## src/rtl/led_flow_ctrl.sv

```systemverilog
// led_flow_ctrl: debounced push-button mode sequencer driving the LED latch stage.
// Modes cycle OFF -> LEFT -> RIGHT -> BLINK -> OFF on each debounced press.
// Each pattern change is announced with a single-cycle led_en strobe.
// Optional feature: define LED_FLOW_PAUSE_EN to add a `pause` input that freezes the step timer.
module led_flow_ctrl #(
    parameter int unsigned LED_WIDTH    = 8,
    parameter int unsigned DEBOUNCE_CNT = 500000,
    parameter int unsigned STEP_CNT     = 12500000
) (
    input  logic                 clk,
    input  logic                 rst,
    input  logic                 key_in,
`ifdef LED_FLOW_PAUSE_EN
    input  logic                 pause,
`endif
    output logic                 led_en,
    output logic [LED_WIDTH-1:0] led_value
);

    localparam int unsigned DCW = (DEBOUNCE_CNT > 1) ? $clog2(DEBOUNCE_CNT) : 1;
    localparam int unsigned SCW = (STEP_CNT > 1) ? $clog2(STEP_CNT) : 1;

    typedef enum logic [1:0] {
        MODE_OFF   = 2'd0,
        MODE_LEFT  = 2'd1,
        MODE_RIGHT = 2'd2,
        MODE_BLINK = 2'd3
    } mode_e;

    logic                 sync1_q, sync2_q;
    logic                 deb_q, deb_d;
    logic [DCW-1:0]       deb_cnt_q, deb_cnt_d;
    logic                 press_q, press_d;
    mode_e                mode_q, mode_d;
    logic [SCW-1:0]       step_q, step_d;
    logic [LED_WIDTH-1:0] pat_q, pat_d;
    logic                 led_en_q, led_en_d;
    logic                 init_q;
    logic                 run_c;
    logic                 tick_c;

`ifdef LED_FLOW_PAUSE_EN
    assign run_c = ~pause;
`else
    assign run_c = 1'b1;
`endif

    assign tick_c = (mode_q != MODE_OFF) && run_c && (step_q == SCW'(STEP_CNT - 1));

    // Debounce: accept a new level only after it differed for DEBOUNCE_CNT consecutive cycles.
    always_comb begin
        deb_d     = deb_q;
        deb_cnt_d = '0;
        if (sync2_q != deb_q) begin
            if (deb_cnt_q == DCW'(DEBOUNCE_CNT - 1)) begin
                deb_d     = sync2_q;
                deb_cnt_d = '0;
            end else begin
                deb_cnt_d = deb_cnt_q + DCW'(1);
            end
        end
        press_d = deb_q & ~deb_d;
    end

    // Mode sequencing, step timing and pattern generation; a press overrides a coincident tick.
    always_comb begin
        mode_d   = mode_q;
        step_d   = step_q;
        pat_d    = pat_q;
        led_en_d = 1'b0;
        if (init_q) begin
            led_en_d = 1'b1;
        end
        if (press_q) begin
            step_d   = '0;
            led_en_d = 1'b1;
            case (mode_q)
                MODE_OFF: begin
                    mode_d = MODE_LEFT;
                    pat_d  = LED_WIDTH'(1);
                end
                MODE_LEFT: begin
                    mode_d = MODE_RIGHT;
                    pat_d  = LED_WIDTH'(1) << (LED_WIDTH - 1);
                end
                MODE_RIGHT: begin
                    mode_d = MODE_BLINK;
                    pat_d  = '1;
                end
                default: begin
                    mode_d = MODE_OFF;
                    pat_d  = '0;
                end
            endcase
        end else if (tick_c) begin
            step_d   = '0;
            led_en_d = 1'b1;
            case (mode_q)
                MODE_LEFT:  pat_d = {pat_q[LED_WIDTH-2:0], pat_q[LED_WIDTH-1]};
                MODE_RIGHT: pat_d = {pat_q[0], pat_q[LED_WIDTH-1:1]};
                default:    pat_d = ~pat_q;
            endcase
        end else if ((mode_q != MODE_OFF) && run_c) begin
            step_d = step_q + SCW'(1);
        end
    end

    // State registers with synchronous reset; init_q forces the post-reset clearing strobe.
    always_ff @(posedge clk) begin
        if (rst) begin
            sync1_q   <= 1'b1;
            sync2_q   <= 1'b1;
            deb_q     <= 1'b1;
            deb_cnt_q <= '0;
            press_q   <= 1'b0;
            mode_q    <= MODE_OFF;
            step_q    <= '0;
            pat_q     <= '0;
            led_en_q  <= 1'b0;
            init_q    <= 1'b1;
        end else begin
            sync1_q   <= key_in;
            sync2_q   <= sync1_q;
            deb_q     <= deb_d;
            deb_cnt_q <= deb_cnt_d;
            press_q   <= press_d;
            mode_q    <= mode_d;
            step_q    <= step_d;
            pat_q     <= pat_d;
            led_en_q  <= led_en_d;
            init_q    <= 1'b0;
        end
    end

    assign led_en    = led_en_q;
    assign led_value = pat_q;

endmodule

```

## config.mk

```make
export PLATFORM = sky130hd
export DESIGN_NAME = led_flow_ctrl
export DESIGN_NICKNAME = d
export VERILOG_FILES = /design/src/rtl/led_flow_ctrl.sv
export SDC_FILE = /design/constraint.sdc
export NUM_CORES = 1
export LEC_CHECK = 0
export ABC_AREA = 1
export BUFFER_PORTS_ARGS = -buffer_cell sky130_fd_sc_hd__buf_2
export CORE_MARGIN = 4
export CORE_UTILIZATION = 62
export CTS_CLUSTER_SIZE = 20
export DETAILED_ROUTE_END_ITERATION = 10
export PLACE_DENSITY_LB_ADDON = 0.1
export SYNTH_ARGS = -nofsm -noshare
export SYNTH_HDL_FRONTEND = slang
export SYNTH_SLANG_ARGS = --single-unit
```

## constraint.sdc

```tcl
create_clock -name clk -period 1.7 [get_ports clk]
set_input_delay 0.17 -clock clk [delete_from_list [all_inputs] [get_ports clk]]
set_output_delay 0.17 -clock clk [all_outputs]
set_load 0.01 [all_outputs]
```

==> metrics.yaml <==
cp_slowest_stage_delay_ns: 0.50
syn2layout_area_growth_pct: 7.75
drc: 0
synth-xor-area-share_pct: 5.73
p_leak_nw: 1.31
port_buffers: 11
synth_cell_types: 31
skew_ns: 0.00820
synth_top_area_share_pct: 36.8
synth_area_um2: 3210
worstHoldPathType: "input port to register"
setup_viol: 0
synth_fa_ha_area_share_pct: 2.34
synth_top_family_by_area: "simple AND/OR/NAND/NOR gates"
clkPwrFrac_pct: 42.8
p_comb_share_pct: 1.4
cts_root_buffer: "clkbuf_8"
postSynthCellCount: 465
switching_share_pct: 21.7
net-switching-power_mw: 0.540
synth_most_common_cell: "nand2_1"
hpwl_um: 4340
antenna_found_initial: 0
grt_first_pass_wirelength_um: 11300
grt_start_max_net_pins: 28
io_pins: 12
final-hold-violation-count: 0
synthMuxAreaShare_pct: 0
synth_compound_area_share_pct: 6.58
die_h_um: 80.0
async_reset_ff_share_pct: 0
drive_above_1_share_pct: 13.5
crit_chain: "inv_1 -> ha_2 -> nand3_1 -> o211ai_1 -> nand2_1 -> a21oi_2 -> nor2_1"
drt_pass1_iterations: 4
slew_headroom_pct: 68.5
synth_edf_count: 0
place_inst: 535
die_area_um2: 6400
worst_pin_slew_ns: 0.471
synth_common_cells: "120 x nand2_1, 71 x nor2_1, 59 x dfxtp_1"
cp-start-kind: "register"
intPower_mw: 1.95
cap_viol_max_count: 0
arrival_ns: 1.74
routed_wl_um: 6090
row_count: 25
pwr-share-seq_pct: 55.8
layout_min_cycle_time_ns: 1.51
clk_pin_slew_ns: 0.07
crit_path_max_fanout: 16
end_kind: "register"
die_x_um: 80.0
vias_per_cell: 5.08
core_area_um2: 4880
ys_ff_latch: 59
synth-seq-area-share_pct: 36.8
peakVddDrop_mv: 0.571
fmax_mhz: 661
h-tree-depth: 3
path_class: "register to register"
drv_slew: 0
hold_ws_ns: 0.00997
cts_resized: 0
start_util_pct: 65.8
p_per_area_nw_per_um2: 720
vias: 2796
ant_nets: 0
path_delay_family: "adder cells"
cts_made_buffers: 9
ctsHoldBuffers: 0
rsz0062_at_grt: "true"
yosysWarnings: 0
synth_ff_type: "dfxtp_1"
cts_sinks: 59
clk_latency_ns: 0.33
place_area_um2: 3280
worst_ep_required_time_ns: 1.93
clk_path_buf_depth: 2
cts_setup_buffers: 0
grt_usage_pct: 22.0
avgSynthCellArea_um2: 6.91
wl_per_cell_um: 11.1
path_buf_inv: 1
fin_cells: 550
syn_nets: 474
first_global_vias: 2686
nNetsFinal: 488
grt.overflow.total: 0
synth-simple-area-share_pct: 39.4
synthTopCellsByArea: "dfxtp_1 37%, nand2_1 14%, nor2_1 8.3%"
antenna_cells: 0
synth_top_area_cell: "dfxtp_1"
cts_tree: "done"
drt_iter0_drc: 199
fin_area_um2: 3460
cp_slowest_cell: "ha_2"
outcome: "completed"
timing.final.crit_share_pct: 88.9
finalWeightedCongestion: 0.830
==> per-layer routing <==
metal  GRT usage (%)  wire (um)  vias up
met3            3.84        222       11
met1            27.1       2900     1248
li1                -          -     1491
met2            37.1       2870       46
met4            10.1        104        0
met5               0          0        -
==> layout by cell type, fill, tap and decap left out, types with 10 or more instances in the layout <==
cell type,count
a21oi_1,25
buf_2,11
clkbuf_8,10
dfxtp_1,57
inv_1,51
nand2_1,120
nand3_1,37
nand4_1,10
nor2_1,71
nor2_2,10
xnor2_1,10
xor2_1,11
==> per-stage QoR <==
step            TNS (ns)  utilization, %  setup WS (ns)  power, mW
2_1_floorplan          0               -          0.150       1.45
4_1_cts                0            70.6         0.0328       2.52
5_1_grt        -0.000647            70.9      -0.000647       2.58
3_3_place_gp           0            67.3          0.126       1.46
3_5_place_dp           0            67.3         0.0317       1.46
6_report               0            70.9          0.188       2.49
==> layout make-up <==
type,count,area [um2]
clock buffer,12,145
timing repair buffer,14,81.3
fill,407,1420
tap,67,83.8
inverter,55,206
multi-input combinational,340,1750
clock inverter,3,15.0
sequential,59,1180
==> sequential cells by signal, summed over array words and instances, names as in the netlist <==
register / cells
press_q: 1
init_q: 1
mode_q: 2
deb_cnt_q: 19
led_en: 1
deb_q: 1
sync1_q: 1
sync2_q: 1
step_q: 24
led_value: 8
==> final timing paths <==
check / start / slack, ns / depth (start not counted) / to
max: mode_q[1]$_SDFFE_PP0P_ / 0.19 / 7 / led_value[5]$_SDFFE_PP0P_
min: rst / 0.01 / 1 / init_q$_DFF_P_
max reg2reg: mode_q[1]$_SDFFE_PP0P_ / 0.19 / 7 / led_value[5]$_SDFFE_PP0P_
min reg2reg: sync1_q$_SDFF_PP1_ / 0.42 / 1 / sync2_q$_SDFF_PP1_
==> power groups by stage <==
stage,clock (mW),sequential (mW),combinational [mW]
finish,1.07,1.39,0.0343
global route,1.15,1.39,0.0403
CTS,1.09,1.39,0.0355
detailed placement,0,1.42,0.0353
global placement,0,1.42,0.0347
floorplan,0,1.42,0.0278
==> kinds of logic after synthesis <==
family | after synthesis
DFF | 59
adders and majority gates | 6
xor gates and xnor gates | 21
and+or+nand+nor | 275
AOI/OAI and AO/OA | 38
buffers and inverters | 66
Note: power is estimated with default switching activity, not from simulation.
